**src/rtl/rr_encoder_arbiter_if.sv**
```systemverilog
// ---------------------------------------------------------------------------
// rr_encoder_arbiter_if
//   Bundles the request side and the grant handshake of the round-robin
//   arbiter. clk and rst are not part of the bundle.
//
//   Signals:
//     enable      arbitration enable (driven by master)
//     req[N]      request vector, bit i = requester i (driven by master)
//     gnt_ready   downstream accepts the current grant (driven by master)
//     gnt_valid   grant outputs are valid (driven by slave)
//     gnt_onehot  one-hot grant, zero when not valid (driven by slave)
//     gnt_idx[W]  binary index of the granted bit, zero when not valid
//     busy        arbiter holds a grant (equals gnt_valid)
//
//   Handshake: a grant is offered while gnt_valid=1 and is transferred on a
//   rising edge where gnt_valid=1 and gnt_ready=1. While gnt_valid=1 and
//   gnt_ready=0 the grant outputs stay stable; a grant is never withdrawn
//   except by reset.
// ---------------------------------------------------------------------------
interface rr_encoder_arbiter_if #(
  parameter int N = 16
) ();
  localparam int W = $clog2(N);

  logic         enable;
  logic [N-1:0] req;
  logic         gnt_ready;
  logic         gnt_valid;
  logic [N-1:0] gnt_onehot;
  logic [W-1:0] gnt_idx;
  logic         busy;

  // master: the requester/consumer side that drives requests and ready
  modport master (
    output enable, req, gnt_ready,
    input  gnt_valid, gnt_onehot, gnt_idx, busy
  );

  // slave: the arbiter itself
  modport slave (
    input  enable, req, gnt_ready,
    output gnt_valid, gnt_onehot, gnt_idx, busy
  );
endinterface

```
**src/rtl/rr_encoder_arbiter.sv**
```systemverilog
// ---------------------------------------------------------------------------
// rr_encoder_arbiter
//   Round-robin arbiter sharing one downstream consumer among N requesters.
//   The winner is presented as a one-hot grant plus its binary index and is
//   held under a valid/ready handshake. All outputs are registered; a
//   request sampled while idle is granted on the following cycle.
//
//   Ports:
//     clk   rising-edge clock
//     rst   synchronous active-high reset, overrides everything
//     bus   rr_encoder_arbiter_if.slave (enable, req, gnt_ready in;
//           gnt_valid, gnt_onehot, gnt_idx, busy out)
//
//   ptr_q is the highest-priority index; the search runs ptr, ptr+1, ...
//   wrapping mod N. ptr_q only moves on a handshake (to granted index + 1),
//   so the requester granted last becomes lowest priority next.
// ---------------------------------------------------------------------------
module rr_encoder_arbiter #(
  parameter int N = 16
) (
  input  logic                 clk,
  input  logic                 rst,
  rr_encoder_arbiter_if.slave  bus
);
  localparam int W = $clog2(N);

  typedef enum logic {
    IDLE  = 1'b0,
    GRANT = 1'b1
  } state_t;

  state_t       state_q, state_d;
  logic [W-1:0] ptr_q, ptr_d;
  logic [W-1:0] idx_q, idx_d;
  logic [N-1:0] onehot_q, onehot_d;

  logic [W-1:0] base;   // priority start used for this cycle's search
  logic [W-1:0] win;    // winning index for the current req
  logic [W-1:0] cand;
  logic         arb_ok;

  // In GRANT the only time a new winner is used is on a handshake, and then
  // the search must already start from the post-handshake pointer.
  always_comb begin
    base = ptr_q;
    if (state_q == GRANT) begin
      base = idx_q + W'(1);
    end
  end

  // Walk offsets from far to near so the nearest set bit to base wins.
  // W-bit addition wraps naturally because N is a power of two.
  always_comb begin
    win  = '0;
    cand = '0;
    for (int i = N - 1; i >= 0; i--) begin
      cand = base + W'(i);
      if (bus.req[cand]) begin
        win = cand;
      end
    end
  end

  assign arb_ok = bus.enable && (|bus.req);

  always_comb begin
    state_d  = state_q;
    ptr_d    = ptr_q;
    idx_d    = idx_q;
    onehot_d = onehot_q;
    case (state_q)
      IDLE: begin
        if (arb_ok) begin
          state_d  = GRANT;
          idx_d    = win;
          onehot_d = {{(N-1){1'b0}}, 1'b1} << win;
        end
      end
      GRANT: begin
        // Without ready everything holds, whatever req/enable do.
        if (bus.gnt_ready) begin
          ptr_d = idx_q + W'(1);
          if (arb_ok) begin
            idx_d    = win;
            onehot_d = {{(N-1){1'b0}}, 1'b1} << win;
          end else begin
            state_d  = IDLE;
            idx_d    = '0;
            onehot_d = '0;
          end
        end
      end
      default: begin
        state_d  = IDLE;
        idx_d    = '0;
        onehot_d = '0;
      end
    endcase
  end

  always_ff @(posedge clk) begin
    if (rst) begin
      state_q  <= IDLE;
      ptr_q    <= '0;
      idx_q    <= '0;
      onehot_q <= '0;
    end else begin
      state_q  <= state_d;
      ptr_q    <= ptr_d;
      idx_q    <= idx_d;
      onehot_q <= onehot_d;
    end
  end

  assign bus.gnt_valid  = (state_q == GRANT);
  assign bus.busy       = (state_q == GRANT);
  assign bus.gnt_idx    = idx_q;
  assign bus.gnt_onehot = onehot_q;
endmodule

```
**src/flat_wrapper.sv**
```systemverilog
// flat-port wrapper written by rule: the top's interface ports become plain ports
module rr_encoder_arbiter_flat 
#(
  parameter int N = 16
)
  (clk, rst, bus_enable, bus_req, bus_gnt_ready, bus_gnt_valid, bus_gnt_onehot, bus_gnt_idx, bus_busy);
  rr_encoder_arbiter_if #(.N(N)) bus_i ();
  input  logic clk;
  input  logic rst;
  input wire logic [$bits(bus_i.enable)-1:0] bus_enable;
  input wire logic [$bits(bus_i.req)-1:0] bus_req;
  input wire logic [$bits(bus_i.gnt_ready)-1:0] bus_gnt_ready;
  output wire logic [$bits(bus_i.gnt_valid)-1:0] bus_gnt_valid;
  output wire logic [$bits(bus_i.gnt_onehot)-1:0] bus_gnt_onehot;
  output wire logic [$bits(bus_i.gnt_idx)-1:0] bus_gnt_idx;
  output wire logic [$bits(bus_i.busy)-1:0] bus_busy;
  assign bus_i.enable = bus_enable;
  assign bus_i.req = bus_req;
  assign bus_i.gnt_ready = bus_gnt_ready;
  assign bus_gnt_valid = bus_i.gnt_valid;
  assign bus_gnt_onehot = bus_i.gnt_onehot;
  assign bus_gnt_idx = bus_i.gnt_idx;
  assign bus_busy = bus_i.busy;
  rr_encoder_arbiter #(.N(N)) u_core (.clk(clk), .rst(rst), .bus(bus_i));
endmodule
```
**config.mk**
```make
export PLATFORM = sky130hd
export DESIGN_NAME = rr_encoder_arbiter_flat
export DESIGN_NICKNAME = d
export VERILOG_FILES = /design/src/rtl/rr_encoder_arbiter_if.sv /design/src/rtl/rr_encoder_arbiter.sv /design/src/flat_wrapper.sv
export SDC_FILE = /design/constraint.sdc
export NUM_CORES = 1
export LEC_CHECK = 0
export BUFFER_PORTS_ARGS = -buffer_cell sky130_fd_sc_hd__clkbuf_2
export CORE_ASPECT_RATIO = 1.25
export CORE_MARGIN = 5
export CORE_UTILIZATION = 40
export CTS_CLUSTER_SIZE = 10
export DETAILED_ROUTE_END_ITERATION = 8
export PLACE_DENSITY = 0.66
export SETUP_SLACK_MARGIN = 0.15
export SYNTH_ARGS = -nofsm -noshare
export SYNTH_HDL_FRONTEND = slang
export SYNTH_SLANG_ARGS = --single-unit
```
**constraint.sdc**
```tcl
create_clock -name clk -period 4.1 [get_ports clk]
set_input_delay 0.205 -clock clk [delete_from_list [all_inputs] [get_ports clk]]
set_output_delay 0.205 -clock clk [all_outputs]
set_load 0.1 [all_outputs]
```
==> results of run 1 <==
==> Yosys cell counts, types with 4 or more instances <==
master                      instances
sky130_fd_sc_hd__a2111oi_0          5
sky130_fd_sc_hd__a211oi_1           9
sky130_fd_sc_hd__a21o_1             6
sky130_fd_sc_hd__a21oi_1           22
sky130_fd_sc_hd__a22o_1            19
sky130_fd_sc_hd__a22oi_1            5
sky130_fd_sc_hd__a31oi_1            6
sky130_fd_sc_hd__and2_1             7
sky130_fd_sc_hd__and3_1             7
sky130_fd_sc_hd__buf_2              7
sky130_fd_sc_hd__clkbuf_1          11
sky130_fd_sc_hd__dfxtp_1           25
sky130_fd_sc_hd__ha_1               6
sky130_fd_sc_hd__inv_1             13
sky130_fd_sc_hd__mux2_2            14
sky130_fd_sc_hd__mux2i_1           34
sky130_fd_sc_hd__mux4_1             5
sky130_fd_sc_hd__mux4_2             9
sky130_fd_sc_hd__nand2_1           24
sky130_fd_sc_hd__nand2b_1           7
sky130_fd_sc_hd__nand3_1            5
sky130_fd_sc_hd__nor2_1            33
sky130_fd_sc_hd__nor2b_1            5
sky130_fd_sc_hd__nor3_1            13
sky130_fd_sc_hd__nor4_1             5
sky130_fd_sc_hd__o211ai_1           6
sky130_fd_sc_hd__o21ai_0           18
sky130_fd_sc_hd__o22ai_1            4
sky130_fd_sc_hd__xnor2_1           11
sky130_fd_sc_hd__xnor2_2            4
==> timing repair <==
action | CTS | global route
setup endpoints to repair | 16 | 19
pin swaps | 0 | 5
gates resized for setup | 10 | 25
setup buffers | 0 | 14
==> per-stage QoR <==
step | power (W) | utilization (%) | instances | worst slack (ns)
2_1_floorplan | 0.00160 | - | 413 | 0.0707
3_3_place_gp | 0.00205 | 47.7 | 587 | 0.0321
3_5_place_dp | 0.00206 | 47.7 | 587 | 0.0273
4_1_cts | 0.00225 | 48.8 | 591 | 0.165
5_1_grt | 0.00255 | 51.2 | 605 | 0.0972
6_report | 0.00240 | 51.2 | 605 | 0.232
==> worst min-delay path, delay by kind of cell <==
family	cells	cell delay (ns)
AOI/OAI and AO/OA	1	0.07
buffers and inverters	1	0.09
and+or+nand+nor	1	0.09
==> cells in the final DEF (no fill, tap or decap), types with 4 or more instances in the layout <==
cell type | Yosys | layout
sky130_fd_sc_hd__a21o_1 | 6 | 5
sky130_fd_sc_hd__o211ai_1 | 6 | 6
sky130_fd_sc_hd__nor2_1 | 33 | 33
sky130_fd_sc_hd__and3_1 | 7 | 7
sky130_fd_sc_hd__a21oi_1 | 22 | 21
sky130_fd_sc_hd__nor3_1 | 13 | 13
sky130_fd_sc_hd__inv_1 | 13 | 12
sky130_fd_sc_hd__nor2b_1 | 5 | 4
sky130_fd_sc_hd__a211oi_1 | 9 | 9
sky130_fd_sc_hd__xnor2_1 | 11 | 11
sky130_fd_sc_hd__mux2i_1 | 34 | 27
sky130_fd_sc_hd__dfxtp_4 | 0 | 4
sky130_fd_sc_hd__a22o_1 | 19 | 19
sky130_fd_sc_hd__mux2i_4 | 1 | 4
sky130_fd_sc_hd__o21ai_0 | 18 | 18
sky130_fd_sc_hd__nand2b_1 | 7 | 7
sky130_fd_sc_hd__nand2_1 | 24 | 24
sky130_fd_sc_hd__mux2_2 | 14 | 12
sky130_fd_sc_hd__o22ai_1 | 4 | 4
sky130_fd_sc_hd__a22oi_1 | 5 | 5
sky130_fd_sc_hd__buf_4 | 3 | 50
sky130_fd_sc_hd__dfxtp_1 | 25 | 21
sky130_fd_sc_hd__clkbuf_2 | 0 | 41
sky130_fd_sc_hd__nand3_1 | 5 | 5
sky130_fd_sc_hd__nor4_1 | 5 | 5
sky130_fd_sc_hd__and2_1 | 7 | 6
sky130_fd_sc_hd__mux2i_2 | 1 | 5
sky130_fd_sc_hd__mux4_2 | 9 | 13
==> state kept, by name, summed over array words and instances, names as in the netlist <==
| register | flops |
|---|---|
| u_core.bus.busy | 1 |
| u_core.bus.gnt_idx | 4 |
| u_core.bus.gnt_onehot | 16 |
| u_core.ptr_q | 4 |
==> logic make-up (layout without fill, tap and decap cells) <==
kind of cell             Yosys count  count (layout)
flip-flops                        25              25
AO/OA/AOI/OAI                    140             140
multiplexers                      65              65
buffers and inverters             40             112
adder cells (fa/ha/maj)            6               6
XOR/XNOR                          15              15
AND/OR/NAND/NOR                  122             122
==> layer usage <==
layer	part of all wire [%]	GRT usage (%)
met5	0	0
met4	3.9	9.73
met3	4.6	1.64
met2	51	40.5
met1	41	27.1
==> power groups by stage <==
| stage | logic, W | clock network [W] | registers [W] |
|---|---|---|---|
| after floorplan | 0.00111 | 0 | 0.000490 |
| after global routing | 0.00208 | 0.000161 | 0.000311 |
| after CTS | 0.00179 | 0.000149 | 0.000309 |
| after global placement | 0.00174 | 0 | 0.000312 |
| final | 0.00195 | 0.000142 | 0.000307 |
| after detailed placement | 0.00174 | 0 | 0.000314 |
==> cell type report <==
| cell class | count | area [um^2] |
|---|---|---|
| Tap cell | 120 | 150 |
| Sequential cell | 25 | 515 |
| Multi-Input combinational cell | 348 | 3050 |
| Fill cell | 815 | 4220 |
| Clock buffer | 3 | 41.3 |
| Inverter | 16 | 70.1 |
| Timing Repair Buffer | 92 | 592 |
| Clock inverter | 1 | 6.26 |
==> worst max-delay path by stage <==
stage	depth (start not counted)	slack (ns)	to	start
2_1_floorplan	18	0.07	u_core.bus.gnt_onehot[0]	u_core.bus.gnt_idx[0]
3_3_place_gp	13	0.03	u_core.bus.gnt_onehot[3]	u_core.bus.gnt_idx[0]
3_5_place_dp	15	0.03	u_core.bus.gnt_onehot[3]	u_core.bus.gnt_idx[0]
4_1_cts	15	0.16	u_core.bus.gnt_onehot[10]	u_core.bus.gnt_idx[0]
5_1_grt	14	0.1	u_core.bus.gnt_onehot[9]	u_core.bus.gnt_idx[1]
6_report	15	0.23	u_core.bus.gnt_onehot[2]	u_core.bus.gnt_idx[1]
==> impl_summary.log, run 1 <==
INFO  metric status = finished clean
INFO  metric number_of_synthesized_register_bits = 25
INFO  metric global_route_wire_length_before_repair = around 19000 um
INFO  metric min-delay-start = bus_enable
INFO  metric port_buffers = between 40 and 50
INFO  metric timing.fmax = ~260 MHz
INFO  metric switching_fraction = between 50% and 60%
INFO  metric crit_fanout = 6
INFO  metric num_vias = ~3800
INFO  metric critical_path_s_largest_stage_delay = ~0.40 ns
INFO  metric reg2regPathDepth = 15
INFO  metric netlist.area_leader.share = between 10 and 15%
INFO  metric floorplan.initialDensity = 40.6%
INFO  metric final_layout_size_suffix_gt1_share = a little over a third
INFO  metric drt_drc_violations_left = 0
INFO  metric finalSetupTns = 0 ns
INFO  metric dieHeight = about 110 um
INFO  metric number_of_instances_in_the_synthesized_netlist = roughly 410
INFO  metric report.final.slew_viol_count = 0
INFO  metric areaGrowthSynthToFinish = 26.2%
INFO  metric worstPathArrival = between 4 and 5 ns
INFO  metric nNetsFinal = slightly above 500
INFO  metric post-route-min-period = 3.87 ns
INFO  metric timing.critical_path.buf_inv = 1
INFO  metric worstHoldPathType = in2reg
INFO  metric vdd_drop_max = 0.420 mV
INFO  metric grt_pass1_vias = 3763
INFO  metric crit_path_start_kind = flip-flop
INFO  metric drt_first_iter_violations = around 400
INFO  metric clk_pin_slew = 0.09 ns
INFO  metric tritoncts = done
INFO  metric worstPathCellList = ha_4, mux2_4, inv_4, ha_4, nor2b_4, a221oi_4, o311ai_4, mux2i_4, mux2_4, a311oi_2, o211ai_1, a311o_1, a21oi_4, and3_4, a22o_1
INFO  metric yosys.area_share.adder = 2.14%
INFO  metric critPathTopFamily = compound AO/OA/AOI/OAI gates
INFO  metric syn_avg_cell_area = roughly 8.5 um^2
INFO  metric globalRouteTotalUtil = ~22%
INFO  metric hold-path-cell-count = 3
INFO  metric ant_nets = 0
INFO  metric hold_ws = around 0.23 ns
INFO  metric number_of_enable_flip_flop_cells_after_synthesis = 0
INFO  metric critical_path_top_delay_cell = sky130_fd_sc_hd__a311o_1
INFO  metric antenna_found_initial = 0
INFO  metric mappedNetlistArea = between 0.003 and 0.004 mm^2
INFO  metric firstDrtPassIters = 5
INFO  metric post_placement_cell_area = about 0.0041 mm^2
INFO  metric cts-hold-fix-buffers = 0
INFO  metric grt_remaining_overflow = 0
INFO  metric reg2reg_to = u_core.bus.gnt_onehot[2]
INFO  metric cts_num_sinks = 25
INFO  metric ratio_of_routed_vias_to_standard_cells = between 6 and 7
INFO  metric finClkSkew = a little under 0.006 ns
INFO  metric synth_mux_area_share = between 20% and 30%
INFO  metric num_antenna_cells = 0
INFO  metric area_contributors_post_synth = sky130_fd_sc_hd__dfxtp_1, sky130_fd_sc_hd__mux2i_1, sky130_fd_sc_hd__mux4_2, sky130_fd_sc_hd__a22o_1, sky130_fd_sc_hd__mux2_2
INFO  metric hold_violations = 0
INFO  metric compound_gate_portion_of_the_synthesized_area = between 20% and 30%
INFO  metric count_of_standard_cell_rows = 38
INFO  metric wirelength = between 10000 and 15000 um
INFO  metric synth_top_family_by_area = compound AO/OA/AOI/OAI gates
INFO  metric p_comb_share = ~81%
INFO  metric synth-async-reset-ratio = 0%
INFO  metric max-cap-violations = 0
INFO  metric synth_top_cell_by_area = sky130_fd_sc_hd__dfxtp_1
INFO  metric core_region_area = between 0.008 and 0.009 mm^2
INFO  metric synth.net_count = about 440
INFO  metric power_switching = about 0.0013 W
INFO  metric worst_hold_path.endpoint = u_core.bus.busy
INFO  metric yosys.area_share.simple = between 10% and 20%
INFO  metric clock_tree.buffer_depth = 2
INFO  metric ff2ff_setup_slack = between 0.2 and 0.25 ns
INFO  metric timing.rr.start = u_core.bus.gnt_idx[1]
INFO  metric finalCritPeriodShare = a little over nine tenths
INFO  metric worst_slew_margin_rel = a little over three fifths
INFO  metric synth_xor_area_share = under 10%
INFO  metric setup-violations-final = 0
INFO  metric htree_num_levels = 1
INFO  metric seq_power_share = between 10% and 20%
INFO  metric end_kind = flip-flop
INFO  metric pwr_density_cell = between 500 and 600 mW/mm^2
INFO  metric design.die.area = around 0.011 mm^2
INFO  metric worst_pin_slew = between 0.5 and 0.6 ns
INFO  metric synth-seq-area-share = roughly 14%
INFO  metric cts_root_buf = sky130_fd_sc_hd__clkbuf_8
INFO  metric worst_ep_required_time = 4.31 ns
INFO  metric latest_clock_arrival_within_the_worst_skew_pair = ~0.26 ns
INFO  metric p_leak = 1.79 nW
INFO  metric clk_network_pwr_share = under 10%
INFO  metric worst-setup-path-type = reg2reg
INFO  metric internal-power = about 0.0011 W
INFO  metric synthDistinctLibCells = 75
INFO  metric prevailing_post_synth_register_cell = sky130_fd_sc_hd__dfxtp_1
INFO  metric hpwlAfterDp = between 9000 and 10000 um
INFO  metric largest_net_degree_at_the_start_of_global_routing = 20
INFO  metric numCtsBuffers = 3
INFO  metric io-pin-count = 42
INFO  metric avgRoutedWirePerCell = 20.1 um
INFO  metric die-width = between 90 and 100 um
INFO  metric grt_setup_unrepaired = true
INFO  metric synth.yosys.warnings = 0
INFO  metric final_cell_area = ~0.0044 mm^2
INFO  metric place.gp.congestion = about 0.97
Note: power is estimated with default switching activity, not from simulation.
==> inputs of run 2 (changes only) <==
ABC_AREA = 1   (was not set)
BUFFER_PORTS_ARGS = not set   (was -buffer_cell sky130_fd_sc_hd__clkbuf_2)
DONT_BUFFER_PORTS = 1   (was not set)
PLACE_DENSITY = 0.61   (was 0.66)
==> impl_summary.log, run 2 <==
INFO  metric mappedNetlistArea = 0.00308 mm^2 (-12%)
INFO  metric avgRoutedWirePerCell = 14.1 um (-30%)
INFO  metric final_common_cell = sky130_fd_sc_hd__nand2_1
INFO  metric number_of_enable_flip_flop_cells_after_synthesis = 0 (unchanged)
INFO  metric clk_pin_slew = 0.09 ns (about the same)
INFO  metric core_region_area = 0.00744 mm^2 (-14%)
INFO  metric floorplan.initialDensity = 41.4% (+0.82 points)
INFO  metric finalSetupTns = 0 ns (unchanged)
INFO  metric status = finished clean
INFO  metric worst_slew_margin_rel = 31.6% (-31 points)
INFO  metric count_of_standard_cell_rows = 35 (-7.9%)
INFO  metric antenna_found_initial = 0 (unchanged)
INFO  metric ratio_of_routed_vias_to_standard_cells = 5.33 (-15%)
INFO  metric worst_pin_slew = 1.02 ns (+0.462 ns)
INFO  metric timing.fmax = 284 MHz (+10%)
INFO  metric layout.filler_cells = 843 (+3.4%)
INFO  metric nNetsFinal = 584 (+14%)
INFO  metric cts_root_buf = sky130_fd_sc_hd__clkbuf_8
INFO  metric critical_path_s_largest_stage_delay = 0.46 ns (+0.06 ns)
INFO  metric synth_top_cell_by_area = sky130_fd_sc_hd__nand2_1
INFO  metric io-pin-count = 42 (unchanged)
INFO  metric pwr_density_cell = 527 mW/mm^2 (-2.9%)
INFO  metric wirelength = 9160 um (-25%)
INFO  metric design.die.area = 0.00957 mm^2 (-11%)
INFO  metric syn_avg_cell_area = 5.55 um^2 (-35%)
INFO  metric sequential_cell_area = 503 um^2 (-2.4%)
INFO  metric worst_ep_required_time = 4.23 ns (-0.08 ns)
INFO  metric critPathTopFamily = simple AND/OR/NAND/NOR gates
INFO  metric setup-violations-final = 0 (unchanged)
INFO  metric number_of_instances_in_the_synthesized_netlist = 555 (+34%)
INFO  metric drt_drc_violations_left = 0 (unchanged)
INFO  metric multiInputGateArea = 0.00230 mm^2 (-25%)
INFO  metric worstPathArrival = 3.65 ns (-0.43 ns)
INFO  metric synth-seq-area-share = 16.2% (+2.0 points)
INFO  metric num_vias = 3460 (-8.7%)
INFO  metric netlist.area_leader.share = 30.2% (+16 points)
INFO  metric globalRouteTotalUtil = 20.2% (-2.2 points)
INFO  metric crit_fanout = 11 (+5)
INFO  metric grt_remaining_overflow = 0 (unchanged)
INFO  metric cp_dominant_cell_by_count = sky130_fd_sc_hd__nand2_1
INFO  metric numCtsBuffers = 3 (unchanged)
INFO  metric hpwlAfterDp = 7460 um (-23%)
INFO  metric max-cap-violations = 0 (unchanged)
INFO  metric crit_path_start_kind = flip-flop
INFO  metric post-place-cells = 643 (+9.5%)
INFO  metric hold_ws = 0.0916 ns (-0.142 ns)
INFO  metric die-width = 88.5 um (-5.6%)
INFO  metric place.gp.congestion = 0.973 (+0.11%)
INFO  metric synth.net_count = 581 (+32%)
INFO  metric largest_register_ff_count = 16 (unchanged)
INFO  metric timing.critical_path.buf_inv = 3 (+2)
INFO  metric reg2regPathDepth = 29 (+14)
INFO  metric final_layout_size_suffix_gt1_share = 13.3% (-23 points)
INFO  metric layout.cells.non_filler = 649 (+7.3%)
INFO  metric synthMostInstantiatedCell = sky130_fd_sc_hd__nand2_1
INFO  metric synth-async-reset-ratio = 0% (unchanged)
INFO  metric finClkSkew = 0.00403 ns (-0.00182 ns)
INFO  metric number_of_synthesized_register_bits = 25 (unchanged)
INFO  metric vdd_drop_max = 0.328 mV (-22%)
INFO  metric largest_net_degree_at_the_start_of_global_routing = 27 (+35%)
INFO  metric worstHoldPathType = in2reg
INFO  metric areaGrowthSynthToFinish = 5.52%
INFO  metric grt_setup_unrepaired = false
INFO  metric port_buffers = 0 (-100%)
INFO  metric global_route_wire_length_before_repair = 15600 um (-20%)
INFO  metric count_of_buffers_added_by_post_cts_timing_repair_for_setup = 0 (unchanged)
INFO  metric synth.yosys.warnings = 0 (unchanged)
INFO  metric report.final.slew_viol_count = 0 (unchanged)
INFO  metric synthDistinctLibCells = 32 (-57%)
INFO  metric htree_num_levels = 1 (unchanged)
INFO  metric hold_violations = 0 (unchanged)
INFO  metric end_kind = flip-flop
INFO  metric dieHeight = 108 um (-5.8%)
INFO  metric grt_pass1_vias = 3291 (-13%)
INFO  metric drt_first_iter_violations = 158 (-59%)
INFO  metric post-route-min-period = 3.52 ns (-0.351 ns)
INFO  metric synth.cells.most_frequent = sky130_fd_sc_hd__nand2_1, sky130_fd_sc_hd__nand3_1, sky130_fd_sc_hd__a21oi_1
INFO  metric cts_num_sinks = 25 (unchanged)
INFO  metric hold-path-cell-count = 2 (-1)
INFO  metric prevailing_post_synth_register_cell = sky130_fd_sc_hd__dfxtp_1
INFO  metric area_contributors_post_synth = sky130_fd_sc_hd__nand2_1, sky130_fd_sc_hd__dfxtp_1, sky130_fd_sc_hd__nand3_1, sky130_fd_sc_hd__a21oi_1, sky130_fd_sc_hd__inv_1
INFO  metric ant_nets = 0 (unchanged)
INFO  metric cp.depth = 29 (+14)
INFO  metric critical_path_top_delay_cell = sky130_fd_sc_hd__ha_1
INFO  metric clock_tree.buffer_depth = 2 (unchanged)
INFO  metric num_antenna_cells = 0 (unchanged)
INFO  metric finalCritPeriodShare = 85.8% (-8.6 points)
INFO  metric worst-setup-path-type = reg2reg
INFO  metric p_leak = 1.65 nW (-7.8%)
INFO  metric firstDrtPassIters = 6 (+1)
INFO  metric tritoncts = done
INFO  metric mostFrequentLayoutCells = sky130_fd_sc_hd__nand2_1, sky130_fd_sc_hd__nand3_1, sky130_fd_sc_hd__a21oi_1
INFO  metric latest_clock_arrival_within_the_worst_skew_pair = 0.27 ns (about the same)
## run 2: layout make-up
| cell class | instances | area share, % |
|---|---|---|
| Multi-Input combinational cell | 470 | 70.9 |
| Sequential cell | 25 | 15.5 |
| Inverter | 45 | 5.20 |
| Tap cell | 92 | 3.54 |
| Timing Repair Buffer | 13 | 3.39 |
| Clock buffer | 3 | 1.27 |
| Clock inverter | 1 | 0.231 |
## run 2: metrics by stage
stage          area [um^2]  worst slack [ns]  util (%)  total power [W]
2_1_floorplan         3080             0.152         -          0.00134
3_5_place_dp          3160             0.451      42.4          0.00155
3_3_place_gp          3160             0.500      42.4          0.00154
4_1_cts               3220             0.420      43.2          0.00170
5_1_grt               3250             0.163      43.7          0.00189
6_report              3250             0.583      43.7          0.00171
## run 2: logic make-up after synthesis
family / Yosys count / share of synthesized area (%)
buffers and inverters: 60 / 9.42
flip-flops: 25 / 16.2
AO/OA/AOI/OAI: 80 / 14.9
AND/OR/NAND/NOR: 380 / 55.3
adder cells (fa/ha/maj): 6 / 2.44
XOR/XNOR: 4 / 1.62
## run 2: power breakdown
part           switching, W  internal, W
clock             0.0000815    0.0000690
combinational      0.000817     0.000355
sequential         0.000122     0.000268
total               0.00102     0.000692
## run 2: path summary, 6_finish.rpt
path | startpoint | end | slack [ns]
worst min-delay path | bus_enable | u_core.bus.busy | 0.09
worst max-delay path | u_core.bus.gnt_idx[0] | u_core.bus.gnt_onehot[15] | 0.58
worst min register to register | u_core.ptr_q[1] | u_core.ptr_q[1] | 0.48
worst max register to register | u_core.bus.gnt_idx[0] | u_core.bus.gnt_onehot[15] | 0.58
## run 2: what timing repair did
action | 4_1_cts | 5_1_grt
setup endpoints to repair | 0 | 17
endpoints found under the hold margin | 20 | 1
hold buffers | 1 | 1
gates resized for setup | 0 | 7
## run 2: metal layers
metal  vias to the layer above  global-route usage (%)  share of wire [%]
met5                         -                       0                  0
met4                         0                    9.61                3.6
met3                        24                    2.06                4.8
met2                        84                    33.8                 49
met1                      1548                    25.7                 42
li1                       1804                       -                  -
==> inputs of run 3 (changes only) <==
BUFFER_PORTS_ARGS = -buffer_cell sky130_fd_sc_hd__clkbuf_2   (was not set)
DONT_BUFFER_PORTS = not set   (was 1)
PLACE_DENSITY = 0.66   (was 0.61)
TNS_END_PERCENT = 100   (was not set)
==> impl_summary.log, run 3 (synthesis gave the netlist of run 2 again) <==
INFO  metric power_switching = 0.00103 W (+0.90%)
INFO  metric globalRouteTotalUtil = 19.4% (-0.84 points)
INFO  metric ff2ff_setup_slack = 0.57 ns (about the same)
INFO  metric timing.rr.start = u_core.bus.gnt_idx[0]
INFO  metric pwr_density_cell = 511 mW/mm^2 (-3.1%)
INFO  metric num_vias = 3578 (+3.4%)
INFO  metric seq_power_share = 17.0% (-5.8 points)
INFO  metric post-place-cells = 679 (+5.6%)
INFO  metric mostFrequentLayoutCells = sky130_fd_sc_hd__nand2_1, sky130_fd_sc_hd__nand3_1, sky130_fd_sc_hd__a21oi_1
INFO  metric hold-path-cell-count = 3 (+1)
INFO  metric place.gp.congestion = 1.03 (+6.1%)
INFO  metric clock_tree.buffer_depth = 2 (unchanged)
INFO  metric grt_pass1_vias = 3316 (+0.76%)
INFO  metric max-cap-violations = 0 (unchanged)
INFO  metric timing.fmax = 283 MHz (-0.41%)
INFO  metric global_route_wire_length_before_repair = 15100 um (-3.1%)
INFO  metric min-delay-start = bus_enable
INFO  metric worst-setup-path-type = reg2reg
INFO  metric count_of_buffers_added_by_post_cts_timing_repair_for_setup = 0 (unchanged)
INFO  metric post-route-min-period = 3.53 ns (+0.0145 ns)
INFO  metric latest_clock_arrival_within_the_worst_skew_pair = 0.27 ns (about the same)
INFO  metric layout.cells.non_filler = 683 (+5.2%)
INFO  metric io-pin-count = 42 (unchanged)
INFO  metric hold_violations = 0 (unchanged)
INFO  metric p_comb_share = 74.3% (+5.9 points)
INFO  metric ratio_of_routed_vias_to_standard_cells = 5.24 (-1.7%)
INFO  metric clk_network_pwr_share = 8.7% (about the same)
INFO  metric internal-power = 0.000705 W (+1.9%)
INFO  metric critical_path_s_largest_stage_delay = 0.38 ns (-0.08 ns)
INFO  metric drt_drc_violations_left = 0 (unchanged)
INFO  metric switching_fraction = 59.4% (-0.24 points)
INFO  metric reg2regPathDepth = 29 (unchanged)
INFO  metric worst_slew_margin_rel = 20.7% (-11 points)
INFO  metric wirelength = 9160 um (unchanged)
INFO  metric numCtsBuffers = 3 (unchanged)
INFO  metric global_route.peak_usage_layer = met2
INFO  metric critical_path_top_delay_cell = sky130_fd_sc_hd__dfxtp_4
INFO  metric crit_fanout = 10 (-1)
INFO  metric largest_register_ff_count = 16 (unchanged)
INFO  metric cts_num_sinks = 25 (unchanged)
INFO  metric worst_ep_required_time = 4.31 ns (+0.08 ns)
INFO  metric setup-violations-final = 0 (unchanged)
INFO  metric cp_dominant_cell_by_count = sky130_fd_sc_hd__nand2_1
INFO  metric finalSetupTns = 0 ns (unchanged)
INFO  metric worstHoldPathType = in2reg
INFO  metric reg2reg_to = u_core.bus.gnt_onehot[7]
INFO  metric final_common_cell = sky130_fd_sc_hd__nand2_1
INFO  metric p_leak = 1.79 nW (+8.9%)
INFO  metric port_buffers = 41 (+41)
INFO  metric floorplan.initialDensity = 41.4% (unchanged)
INFO  metric htree_num_levels = 1 (unchanged)
INFO  metric end_kind = flip-flop
INFO  metric grt_util_met1 = 25.6% (-0.14 points)
INFO  metric cts_root_buf = sky130_fd_sc_hd__clkbuf_8
INFO  metric worstPathArrival = 3.74 ns (+0.09 ns)
INFO  metric largest_net_degree_at_the_start_of_global_routing = 27 (unchanged)
INFO  metric num_antenna_cells = 0 (unchanged)
INFO  metric firstDrtPassIters = 5 (-1)
INFO  metric globalRouteMet3Util = 0.915% (-1.1 points)
INFO  metric ant_nets = 0 (unchanged)
INFO  metric nNetsFinal = 618 (+5.8%)
INFO  metric drt_first_iter_violations = 254 (+61%)
INFO  metric crit_path_start_kind = flip-flop
INFO  metric final_layout_size_suffix_gt1_share = 19.1% (+5.8 points)
INFO  metric worst_pin_slew = 1.19 ns (+0.160 ns)
INFO  metric areaGrowthSynthToFinish = 10.4%
INFO  metric report.final.slew_viol_count = 0 (unchanged)
INFO  metric finalCritPeriodShare = 86.1% (+0.35 points)
INFO  metric avgRoutedWirePerCell = 13.4 um (-5.0%)
INFO  metric core_region_area = 0.00744 mm^2 (unchanged)
INFO  metric status = finished clean
INFO  metric die-width = 88.5 um (unchanged)
INFO  metric hpwlAfterDp = 7500 um (+0.59%)
INFO  metric tritoncts = done
INFO  metric grt_setup_unrepaired = false
INFO  metric clk_pin_slew = 0.09 ns (about the same)
INFO  metric grt_remaining_overflow = 0 (unchanged)
INFO  metric finClkSkew = 0.00524 ns (+0.00121 ns)
INFO  metric grt_use_met2 = 33.2% (-0.59 points)
INFO  metric dieHeight = 108 um (unchanged)
INFO  metric worst_hold_path.endpoint = u_core.bus.busy
INFO  metric antenna_found_initial = 0 (unchanged)
INFO  metric design.die.area = 0.00957 mm^2 (unchanged)
INFO  metric vdd_drop_max = 0.372 mV (+13%)
INFO  metric count_of_standard_cell_rows = 35 (unchanged)
run 3: cell count changes in the layout (fill, tap and decap cells not counted), moves of 2 or more:
cell | before | now
sky130_fd_sc_hd__buf_4 | 9 | 6
sky130_fd_sc_hd__nand2_1 | 248 | 246
sky130_fd_sc_hd__buf_6 | 2 | 0
sky130_fd_sc_hd__clkbuf_2 | 0 | 41
sky130_fd_sc_hd__dlygate4sd3_1 | 2 | 0
run 3: power by group through the flow:
stage | Sequential [W] | Clock [W] | Combinational [W]
6_report | 0.000294 | 0.000152 | 0.00129
5_1_grt | 0.000299 | 0.000167 | 0.00143
4_1_cts | 0.000293 | 0.000157 | 0.00127
3_5_place_dp | 0.000299 | 0 | 0.00127
3_3_place_gp | 0.000298 | 0 | 0.00126
2_1_floorplan | 0.000452 | 0 | 0.000883
run 3: layout make-up:
| type | instances | area [um^2] |
|---|---|---|
| Clock buffer | 3 | 41.3 |
| Inverter | 45 | 169 |
| Multi-Input combinational cell | 470 | 2310 |
| Sequential cell | 25 | 507 |
| Fill cell | 868 | 4050 |
| Clock inverter | 1 | 7.51 |
| Timing Repair Buffer | 47 | 250 |
| Tap cell | 92 | 115 |
run 3: per-stage QoR:
step	total power, W	util (%)	setup slack [ns]	hold WS (ns)	area [um^2]
2_1_floorplan	0.00134	-	0.152	0.274	3080
3_3_place_gp	0.00156	44.7	0.382	0.455	3330
3_5_place_dp	0.00157	44.7	0.303	0.459	3330
4_1_cts	0.00172	45.3	0.274	0.205	3370
5_1_grt	0.00190	45.7	0.187	0.233	3400
6_report	0.00174	45.7	0.568	0.200	3400
run 3: worst max-delay path by stage:
stage	cells after the start	start	slack [ns]	end
after global placement	29	u_core.bus.busy	0.38	u_core.bus.gnt_onehot[4]
after CTS	29	u_core.bus.busy	0.27	u_core.bus.gnt_onehot[7]
after global routing	31	u_core.bus.busy	0.19	u_core.bus.gnt_onehot[7]
after floorplan	30	u_core.bus.gnt_idx[1]	0.15	u_core.bus.gnt_onehot[4]
after detailed placement	29	u_core.bus.busy	0.30	u_core.bus.gnt_onehot[4]
final	29	u_core.bus.gnt_idx[0]	0.57	u_core.bus.gnt_onehot[7]
run 3: what timing repair did:
action                     4_1_cts  5_1_grt
hold endpoints to repair         0        0
hold buffers                     0        0
setup endpoints to repair        0       20
gates resized for setup          0       10
run 3: worst max-delay path: cells and delay by family, from the launching register on:
kind | cells | cell delay, ns
and+or+nand+nor | 20 | 1.52
adders and majority gates | 2 | 0.67
AOI/OAI and AO/OA | 4 | 0.59
DFF | 1 | 0.38
buffers and inverters | 3 | 0.28
run 3: per-layer routing:
metal / up-vias / part of all wire [%]
met5: - / 0
met4: 0 / 3.0
met3: 23 / 3.2
met2: 80 / 49
met1: 1603 / 45
li1: 1872 / -
